$ cat config.mk
export PLATFORM = sky130hd
export DESIGN_NAME = pc_unit_flat
export DESIGN_NICKNAME = d
export VERILOG_FILES = /design/src/rtl/pc_unit_if.sv /design/src/rtl/pc_unit.sv /design/src/flat_wrapper.sv
export SDC_FILE = /design/constraint.sdc
export NUM_CORES = 1
export LEC_CHECK = 0
export BUFFER_PORTS_ARGS = -buffer_cell sky130_fd_sc_hd__buf_4
export CORE_ASPECT_RATIO = 1.75
export CORE_UTILIZATION = 51
export CTS_BUF_LIST = sky130_fd_sc_hd__clkbuf_8 sky130_fd_sc_hd__clkbuf_16
export DETAILED_ROUTE_END_ITERATION = 10
export GPL_ROUTABILITY_DRIVEN = 0
export PLACE_DENSITY = 0.81
export SYNTH_ARGS = -nofsm -noshare
export SYNTH_HDL_FRONTEND = slang
export SYNTH_SLANG_ARGS = --single-unit
$ cat constraint.sdc
create_clock -name clk -period 2.5 [get_ports clk]
set_input_delay 0.375 -clock clk [delete_from_list [all_inputs] [get_ports clk]]
set_output_delay 0.375 -clock clk [all_outputs]
set_load 0.02 [all_outputs]
$ cat src/rtl/pc_unit_if.sv
// Control-unit <-> PC-unit bundle: requests from the control unit, PC and status back.
// The control side uses the master modport; the pc_unit itself takes the slave modport.
interface pc_unit_if #(
  parameter int unsigned LENGTH = 11
);
  logic              start;
  logic              enable;
  logic              jump;
  logic [LENGTH-1:0] jump_addr;
  logic              branch;
  logic [LENGTH-1:0] branch_offset;
  logic              halt;
  logic [LENGTH-1:0] pc;
  logic [LENGTH-1:0] pc_plus_step;
  logic              running;
  logic              halted;
  logic              wrapped;

  modport master (
    output start, enable, jump, jump_addr, branch, branch_offset, halt,
    input  pc, pc_plus_step, running, halted, wrapped
  );

  modport slave (
    input  start, enable, jump, jump_addr, branch, branch_offset, halt,
    output pc, pc_plus_step, running, halted, wrapped
  );
endinterface

$ cat src/rtl/pc_unit.sv
// Program counter with step/jump/branch, stall and IDLE/RUN/HALTED control; 1-cycle latency.
// No backpressure: every request is either consumed or dropped on the edge it is sampled.
module pc_unit #(
  parameter int unsigned LENGTH   = 11,
  parameter int unsigned STEP     = 1,
  parameter int unsigned RESET_PC = 0
) (
  input  logic     clk,
  input  logic     rst,
  pc_unit_if.slave bus
);

  typedef enum logic [1:0] {
    IDLE   = 2'd0,
    RUN    = 2'd1,
    HALTED = 2'd2
  } state_t;

  state_t            state_q, state_d;
  logic [LENGTH-1:0] pc_q, pc_d;
  logic              wrap_d;
  logic              running_q, halted_q, wrapped_q;
  logic [LENGTH:0]   inc_sum;

  // Extra top bit of the increment is the overflow flag behind wrapped.
  assign inc_sum = {1'b0, pc_q} + (LENGTH+1)'(STEP);

  always_comb begin
    state_d = state_q;
    pc_d    = pc_q;
    wrap_d  = 1'b0;
    case (state_q)
      IDLE: begin
        if (bus.start) state_d = RUN;
      end
      RUN: begin
        if (bus.halt) begin
          state_d = HALTED;
        end else if (bus.enable) begin
          if (bus.jump) begin
            pc_d = bus.jump_addr;
          end else if (bus.branch) begin
            pc_d = pc_q + bus.branch_offset;
          end else begin
            pc_d   = inc_sum[LENGTH-1:0];
            wrap_d = inc_sum[LENGTH];
          end
        end
      end
      HALTED: begin
        if (bus.start) state_d = RUN;
      end
      default: begin
        state_d = IDLE;
      end
    endcase
  end

  always_ff @(posedge clk) begin
    if (rst) begin
      state_q   <= IDLE;
      pc_q      <= LENGTH'(RESET_PC);
      running_q <= 1'b0;
      halted_q  <= 1'b0;
      wrapped_q <= 1'b0;
    end else begin
      state_q   <= state_d;
      pc_q      <= pc_d;
      running_q <= (state_d == RUN);
      halted_q  <= (state_d == HALTED);
      wrapped_q <= wrap_d;
    end
  end

  assign bus.pc           = pc_q;
  assign bus.pc_plus_step = inc_sum[LENGTH-1:0];
  assign bus.running      = running_q;
  assign bus.halted       = halted_q;
  assign bus.wrapped      = wrapped_q;

endmodule

$ cat src/flat_wrapper.sv
// flat-port wrapper written by rule: the top's interface ports become plain ports
module pc_unit_flat 
#(
  parameter int unsigned LENGTH   = 11,
  parameter int unsigned STEP     = 1,
  parameter int unsigned RESET_PC = 0
)
  (clk, rst, bus_start, bus_enable, bus_jump, bus_jump_addr, bus_branch, bus_branch_offset, bus_halt, bus_pc, bus_pc_plus_step, bus_running, bus_halted, bus_wrapped);
  pc_unit_if #(.LENGTH(LENGTH)) bus_i ();
  input  logic clk;
  input  logic rst;
  input wire logic [$bits(bus_i.start)-1:0] bus_start;
  input wire logic [$bits(bus_i.enable)-1:0] bus_enable;
  input wire logic [$bits(bus_i.jump)-1:0] bus_jump;
  input wire logic [$bits(bus_i.jump_addr)-1:0] bus_jump_addr;
  input wire logic [$bits(bus_i.branch)-1:0] bus_branch;
  input wire logic [$bits(bus_i.branch_offset)-1:0] bus_branch_offset;
  input wire logic [$bits(bus_i.halt)-1:0] bus_halt;
  output wire logic [$bits(bus_i.pc)-1:0] bus_pc;
  output wire logic [$bits(bus_i.pc_plus_step)-1:0] bus_pc_plus_step;
  output wire logic [$bits(bus_i.running)-1:0] bus_running;
  output wire logic [$bits(bus_i.halted)-1:0] bus_halted;
  output wire logic [$bits(bus_i.wrapped)-1:0] bus_wrapped;
  assign bus_i.start = bus_start;
  assign bus_i.enable = bus_enable;
  assign bus_i.jump = bus_jump;
  assign bus_i.jump_addr = bus_jump_addr;
  assign bus_i.branch = bus_branch;
  assign bus_i.branch_offset = bus_branch_offset;
  assign bus_i.halt = bus_halt;
  assign bus_pc = bus_i.pc;
  assign bus_pc_plus_step = bus_i.pc_plus_step;
  assign bus_running = bus_i.running;
  assign bus_halted = bus_i.halted;
  assign bus_wrapped = bus_i.wrapped;
  pc_unit #(.LENGTH(LENGTH), .STEP(STEP), .RESET_PC(RESET_PC)) u_core (.clk(clk), .rst(rst), .bus(bus_i));
endmodule
# Word-level counts from Yosys, hierarchy flattened
# Index checks and enable logic that the tools add are counted.
[totals] regBits=16
[classes] n_reduce_logical=4 addsub=2 bitwise_logic=3 n_eq_ne=4 mux=5
[op_table] operator="two-way mux 11 bit" count=2
[op_table] operator="adder 11 x 1 -> 12 bit (second input constant)" count=1
[op_table] operator="adder 11 bit" count=1
[op_table] operator="OR reduction 6 bit" count=1
[op_table] operator="== test 2 x 1 -> 1 bit (second input constant)" count=2
[op_table] operator="== test 2 bit (second input constant)" count=2
[op_table] operator="two-way mux 2 bit" count=2
[op_table] operator="case mux 2 bit (2 select lines)" count=1
[op_table] operator="inverter 1 bit" count=3
[op_table] operator="AND reduction 3 bit" count=1
[op_table] operator="zero test 2 bit" count=1
[op_table] operator="OR reduction 2 bit" count=1

# Depth between registers and ports, before layout
# Gate-level depths: netlist (run 1).
[depth] depth_word=4 depth_mapped=9 depth_no_buf=9

# Least setup slack after synthesis (run 1)
# Ideal clock, no wire load.
[synth_timing] kind="register -> register" start="register u_core.pc_q[0], in the netlist u_core.bus.pc[0]" end="register u_core.pc_q[8], in the netlist u_core.bus.pc[8]" stages_incl_launch_ff=10 setup_time_ps=132 required_time_ps=2368 path_slack_ps=266 synth_period_minus_slack_ps=2234 arrival_time_ps=2102 cell_sequence="dfxtp_1 > ha_1 > inv_1 > fa_1 > nor2b_1 > o31a_1 > o21ai_0 > a21boi_0 > mux2i_1 > a211oi_1"
[synth_between] elab_chain_len=3
[synth_rtl] element="start: declaration" line="pc_unit.sv:20" source="logic [LENGTH-1:0] pc_q, pc_d;"
[synth_rtl] element="start signal: assignment" line="pc_unit.sv:62" source="pc_q <= LENGTH'(RESET_PC);"
[synth_rtl] element="start signal: assignment" line="pc_unit.sv:68" source="pc_q <= pc_d;"
[synth_rtl] element="adder 11 x 1 -> 12 bit / adder 11 bit (equally long branches)" line="pc_unit.sv:26, pc_unit.sv:43"
[synth_rtl] element="two-way mux 11 bit (*)" line="pc_unit.sv:42" source="end else if (bus.branch) begin"
[synth_rtl] element="two-way mux 11 bit (*)" line="pc_unit.sv:40" source="if (bus.jump) begin"
# Every way passes the cells marked *; elsewhere a longest branch is shown, timed or not.
# A chain may end at the register's enable or synchronous reset.

# Worst setup path in the final report (run 1)
[layout_timing] start="register u_core.pc_q[0], in the netlist u_core.bus.pc[0]" end="output bus_pc_plus_step[10]"
[layout_between] elab_chain_len=1
[layout_rtl] element="adder 11 x 1 -> 12 bit" line="pc_unit.sv:26" source="assign inc_sum = {1'b0, pc_q} + (LENGTH+1)'(STEP);"
[layout_rtl] element="end: declaration" line="flat_wrapper.sv:20" source="output wire logic [$bits(bus_i.pc_plus_step)-1:0] bus_pc_plus_step;"
# Every way passes these cells.

==> impl_metrics.toml, run 1 <==
[drt]
drt_first_pass_iters = 4
drcViolationCount = 0
wl_per_cell_um = 14.74
routed-via-count = 1732
wl_um = 4349
avgViaCountPerCell = 5.871
first_iter_violations = 43
antenna_left = 0

[layout]
fillers = 300
layout.cells.non_filler = 295
final_common_cell = "buf_4"
n_antenna_cell = 0
final_area_mm2 = 0.002041
layout_common_cells = "buf_4 (61), nor2_1 (21), nand2_1 (19)"
layout.nets = 295
syn2layout_area_growth_pct = 25.27
drive_gt1_frac = 0.3004
final_util = 0.6819

[cts]
post-cts-setup-buffers = 0
cts_hold_buf = 0
htree_levels = 1
cts_sinks = 16
numCtsBuffers = 3
clk_latency_ps = 250
clock_path_buffers = 2
cts_resized = 0
cts_tree = "built"
path_clk_slew_ps = 70
clock-root-buffer = "clkbuf_8"

[yosys]
synth_edf_count = 0
synthXorXnorAreaFrac = 0.06375
mappedNetlistArea_mm2 = 0.001629
synthAdderAreaFrac = 0.09677
async_flop_share = 0
synth_top_family_by_area = "compound AO/OA/AOI/OAI gates"
ys_types = 55
synth_compound_area_frac = 0.2719
ys_seq_area_frac = 0.1966
ys_ff_latch = 16
yosys.area.top_type = "dfxtp_1"
muxShareOfSynthArea = 0.02765
yosysWarningCount = 0
ys_top_cells_by_area = "dfxtp_1 (20%), ha_1 (8.4%), buf_4 (5.1%)"
synth_top_cell_area_share = 0.1966
synthCells = 210
ys.flop_type = "dfxtp_1"
syn_nets = 251
yosys.area_share.simple = 0.2327
synth.avg_cell_area_um2 = 7.757

[power]
max-vdd-ir-drop_mv = 0.4288
power_density_mw_per_mm2 = 350.2
total_leakage_power_uw = 0.0009369

[place]
dp.cells = 291
placed_cell_area_mm2 = 0.001986
portBuffers = 53
dp_hpwl_um = 3335

[timing]
skew_ps = 6.066
tightest_slew_ps = 444.2
finalCritPeriodShare = 0.8875
period_needed_ps = 2219
hold_slack_ps = 399.4
finalSetupViolCount = 0
relSlewSlack = 0.7035
rsz0062_at_grt = "no"
hold_viol_final = 0
fmax_ghz = 0.4507
finalSetupTns_ps = 0
drv_slew = 0

[floorplan]
die_h_um = 76.77
die_area_mm2 = 0.003433
fp.dieW_um = 44.73
start_util = 0.5443
io_pins = 54
rows = 26
coreArea_mm2 = 0.002993

[critical_path]
cp-start-kind = "flop"
path_cells = "buf_4 > ha_1 > nand2_1 > nor3_1 > nand4_1 > xnor2_1 > buf_4"
arrival_ps = 1840
path_max_fanout = 6
crit_required_ps = 2120
crit_slowest_cell = "dfxtp_1"
crit_top_cell = "buf_4"
cp.buffers_inverters = 2
end_kind = "primary output"
crit_family = "simple AND/OR/NAND/NOR gates"
worst-setup-path-type = "reg2out"
worst_path_largest_cell_delay_ps = 340

[global_route]
grt_pass1_vias = 1582
grt.total_usage = 0.2640
grt_antenna_before_repair = 0
grt_overflow_total = 0
grt_pass1_wl_um = 7010
grt_start_max_net_pins = 19

[run_status]
status = "completed"

[hold_path]
hp-class = "in2reg"

[flow_run]
drv_cap = 0
-- report_power, final --
group | internal, uW | leakage, uW | switching, uW | total [uW]
registers | 264 | 0.000130 | 10.7 | 275
clock network | 140 | 0.0000288 | 93.9 | 234
logic | 97.5 | 0.000778 | 109 | 206
-- final timing paths --
path                            cells after the start              from  slack [ps]                   end
worst max-delay path                                7  u_core.bus.pc[0]         280  bus_pc_plus_step[10]
worst min-delay path                                3         bus_start         400     u_core.state_q[0]
worst max register to register                      9  u_core.bus.pc[0]         330      u_core.bus.pc[8]
worst min register to register                      2  u_core.bus.pc[1]         550      u_core.bus.pc[1]
-- synthesized netlist by cell type (3+ instances only) --
library cell	instances
nor2_1	21
nand2_1	19
a21oi_1	16
dfxtp_1	16
o21ai_0	13
buf_4	11
ha_1	11
a211oi_1	8
inv_1	7
nor3_1	7
xnor2_1	7
clkbuf_1	6
a21o_1	5
mux2i_1	3
nand3_1	3
nand3b_1	3
nor4_1	3
o211ai_1	3
xor2_1	3
-- cells by family (layout without fill, tap and decap cells) --
| family | after synthesis | in the layout |
|---|---|---|
| flip-flops | 16 | 16 |
| multiplexers | 4 | 4 |
| adder cells (fa/ha/maj) | 12 | 12 |
| XOR/XNOR | 11 | 11 |
| buffers and inverters | 29 | 72 |
| AO/OA/AOI/OAI | 65 | 65 |
| AND/OR/NAND/NOR | 73 | 73 |
-- per-layer routing --
| layer | global-route usage | part of all wire | vias to the layer above |
|---|---|---|---|
| met5 | 0 | 0 | - |
| met2 | 0.4662 | 0.52 | 62 |
| met3 | 0.02588 | 0.037 | 18 |
| li1 | - | - | 846 |
| met4 | 0.1303 | 0.045 | 0 |
| met1 | 0.2965 | 0.39 | 806 |
-- stage by stage --
stage / power (uW) / setup slack [ps]
2_1_floorplan: 414.5 / 266.2
6_report: 714.6 / 281.3
5_1_grt: 751.0 / 115.1
3_5_place_dp: 484.8 / 247.2
4_1_cts: 717.0 / 305.7
3_3_place_gp: 482.7 / 307.0
-- registers in the layout, summed over array words and instances, names as in the netlist --
signal              count
u_core.bus.pc          11
u_core.state_q          2
u_core.bus.halted       1
u_core.bus.running      1
u_core.bus.wrapped      1
-- final cells by class --
type                            instances  area (um2)  share of cell area
Sequential cell                        16       320.3              0.1570
Inverter                                7       26.28             0.01288
Clock buffer                            4       55.05             0.02698
Multi-Input combinational cell        165        1129              0.5530
Tap cell                               42       52.55             0.02575
Timing Repair Buffer                   61       457.9              0.2244
-- worst reg2reg max path, delay by kind of cell (launching register included) --
| kind | cells | cell delay (ps) |
|---|---|---|
| AOI/OAI and AO/OA | 4 | 650 |
| adders and majority gates | 2 | 590 |
| DFF | 1 | 340 |
| muxes | 1 | 220 |
| and+or+nand+nor | 1 | 180 |
| buffers and inverters | 1 | 70 |
(Power assumes the default switching activity.)
==> inputs of run 2 (changes only) <==
Settings changed: PLACE_DENSITY 0.81 to 0.86.
==> run 2 against run 1 <==
Utilization fell by 0.50 points; maximum frequency fell by 1.7%; clock-buffer cell count unchanged; worst hold slack gained 2.3 ps; critical path depth shrank 1; sequential power about the same; wire length decreased by 2.1%; design area fell by 0.74%; global-route usage is 0.14 points lower; first-iteration DRC count increased by 4.7%; critical path type unchanged; highest routed layer unchanged.
==> impl_metrics.toml, run 2 (synthesized netlist as in run 1, its figures left out) <==
[run_status]
status = "completed"

[critical_path]
crit_slowest_cell = "dfxtp_1"
path_max_fanout = 6
worst_path_largest_cell_delay_ps = 460
cp-start-kind = "flop"
path_cells = "ha_1 > nand2_1 > nor3_1 > nand4_1 > xnor2_1 > buf_4"
cp.buffers_inverters = 1
arrival_ps = 1880
worst-setup-path-type = "reg2out"
end_kind = "primary output"
crit_required_ps = 2120
crit_family = "simple AND/OR/NAND/NOR gates"

[place]
placed_cell_area_mm2 = 0.001971
portBuffers = 53
dp_hpwl_um = 3302

[floorplan]
die_area_mm2 = 0.003433
rows = 26
io_pins = 54
fp.dieW_um = 44.73
start_util = 0.5443
coreArea_mm2 = 0.002993
die_h_um = 76.77

[cts]
cts_tree = "built"
cts_hold_buf = 0
path_clk_slew_ps = 70
cts_sinks = 16
numCtsBuffers = 3
cts_resized = 0
clk_latency_ps = 250
htree_levels = 1
clock_path_buffers = 2
post-cts-setup-buffers = 0
clock-root-buffer = "clkbuf_8"

[layout]
final_area_mm2 = 0.002026
drive_gt1_frac = 0.2948
syn2layout_area_growth_pct = 24.35
n_antenna_cell = 0
layout_common_cells = "buf_4 (59), nor2_1 (21), nand2_1 (19)"
final_common_cell = "buf_4"
layout.nets = 293
final_util = 0.6768
largest_reg_flops = 11

[timing]
finalSetupTns_ps = 0
rsz0062_at_grt = "no"
finalSetupViolCount = 0
drv_slew = 0
relSlewSlack = 0.7165
hold_viol_final = 0
skew_ps = 2.250
tightest_slew_ps = 419.8
finalCritPeriodShare = 0.9031
hold_slack_ps = 401.7
period_needed_ps = 2258
fmax_ghz = 0.4429

[drt]
drt_first_pass_iters = 4
drcViolationCount = 0
wl_um = 4256
avgViaCountPerCell = 5.700
first_iter_violations = 45
routed-via-count = 1670
antenna_left = 0
wl_per_cell_um = 14.53

[global_route]
grt.total_usage = 0.2626
grt_antenna_before_repair = 0
grt_overflow_total = 0
grt_pass1_vias = 1567
grt_pass1_wl_um = 6969
grt_start_max_net_pins = 19

[flow_run]
drv_cap = 0

[power]
power_uw = 713.1
max-vdd-ir-drop_mv = 0.3831
total_leakage_power_uw = 0.0009260
power_density_mw_per_mm2 = 352.0

[hold_path]
hp-class = "in2reg"
[run 2: cell count changes in the layout (fill, tap and decap cells not counted)]
cell,change
buf_4,-2
[run 2: worst paths after layout]
| kind | endpoint | from | slack (ps) | cells past startpoint |
|---|---|---|---|---|
| min reg2reg | u_core.bus.pc[6] | u_core.bus.pc[6] | 550 | 2 |
| max reg2reg | u_core.bus.pc[8] | u_core.bus.pc[0] | 320 | 9 |
| min | u_core.state_q[0] | bus_start | 400 | 3 |
| max | bus_pc_plus_step[10] | u_core.bus.pc[1] | 240 | 6 |
[run 2: metrics by stage]
step / worst slack (ps) / cells
global placement: 309.6 / 289
detailed placement: 264.4 / 289
finish: 242.2 / 293
floorplan: 266.2 / 210
CTS: 264.4 / 293
global route: 28.76 / 293
[run 2: final cells by class]
cell class	count	area, um2
clock buffers	4	55.05
inverters	7	26.28
repair buffers	59	442.9
flip-flops and latches	16	320.3
fillers	271	967.2
multi-input cells	165	1129
well taps	42	52.55
[run 2: worst register-to-register path, stage by stage (launching register included)]
cell and delay, ps:
dfxtp_1 350, ha_1 210, inv_1 70, fa_1 380
nor2b_1 200, o31a_1 240, o21ai_0 100, a21boi_0 220
mux2i_1 210, a211oi_1 80
[run 2: routing by layer]
layer	vias up	global-route usage	share of wire
met3	8	0.01647	0.030
met4	0	0.08788	0.019
met5	-	0	0
met2	46	0.4765	0.56
li1	840	-	-
met1	776	0.3081	0.39
[run 2: power breakdown]
| group | total, uW | internal (uW) | switching, uW |
|---|---|---|---|
| clock network | 233 | 140 | 93.0 |
| registers | 276 | 264 | 12.0 |
| logic | 205 | 96.8 | 108 |
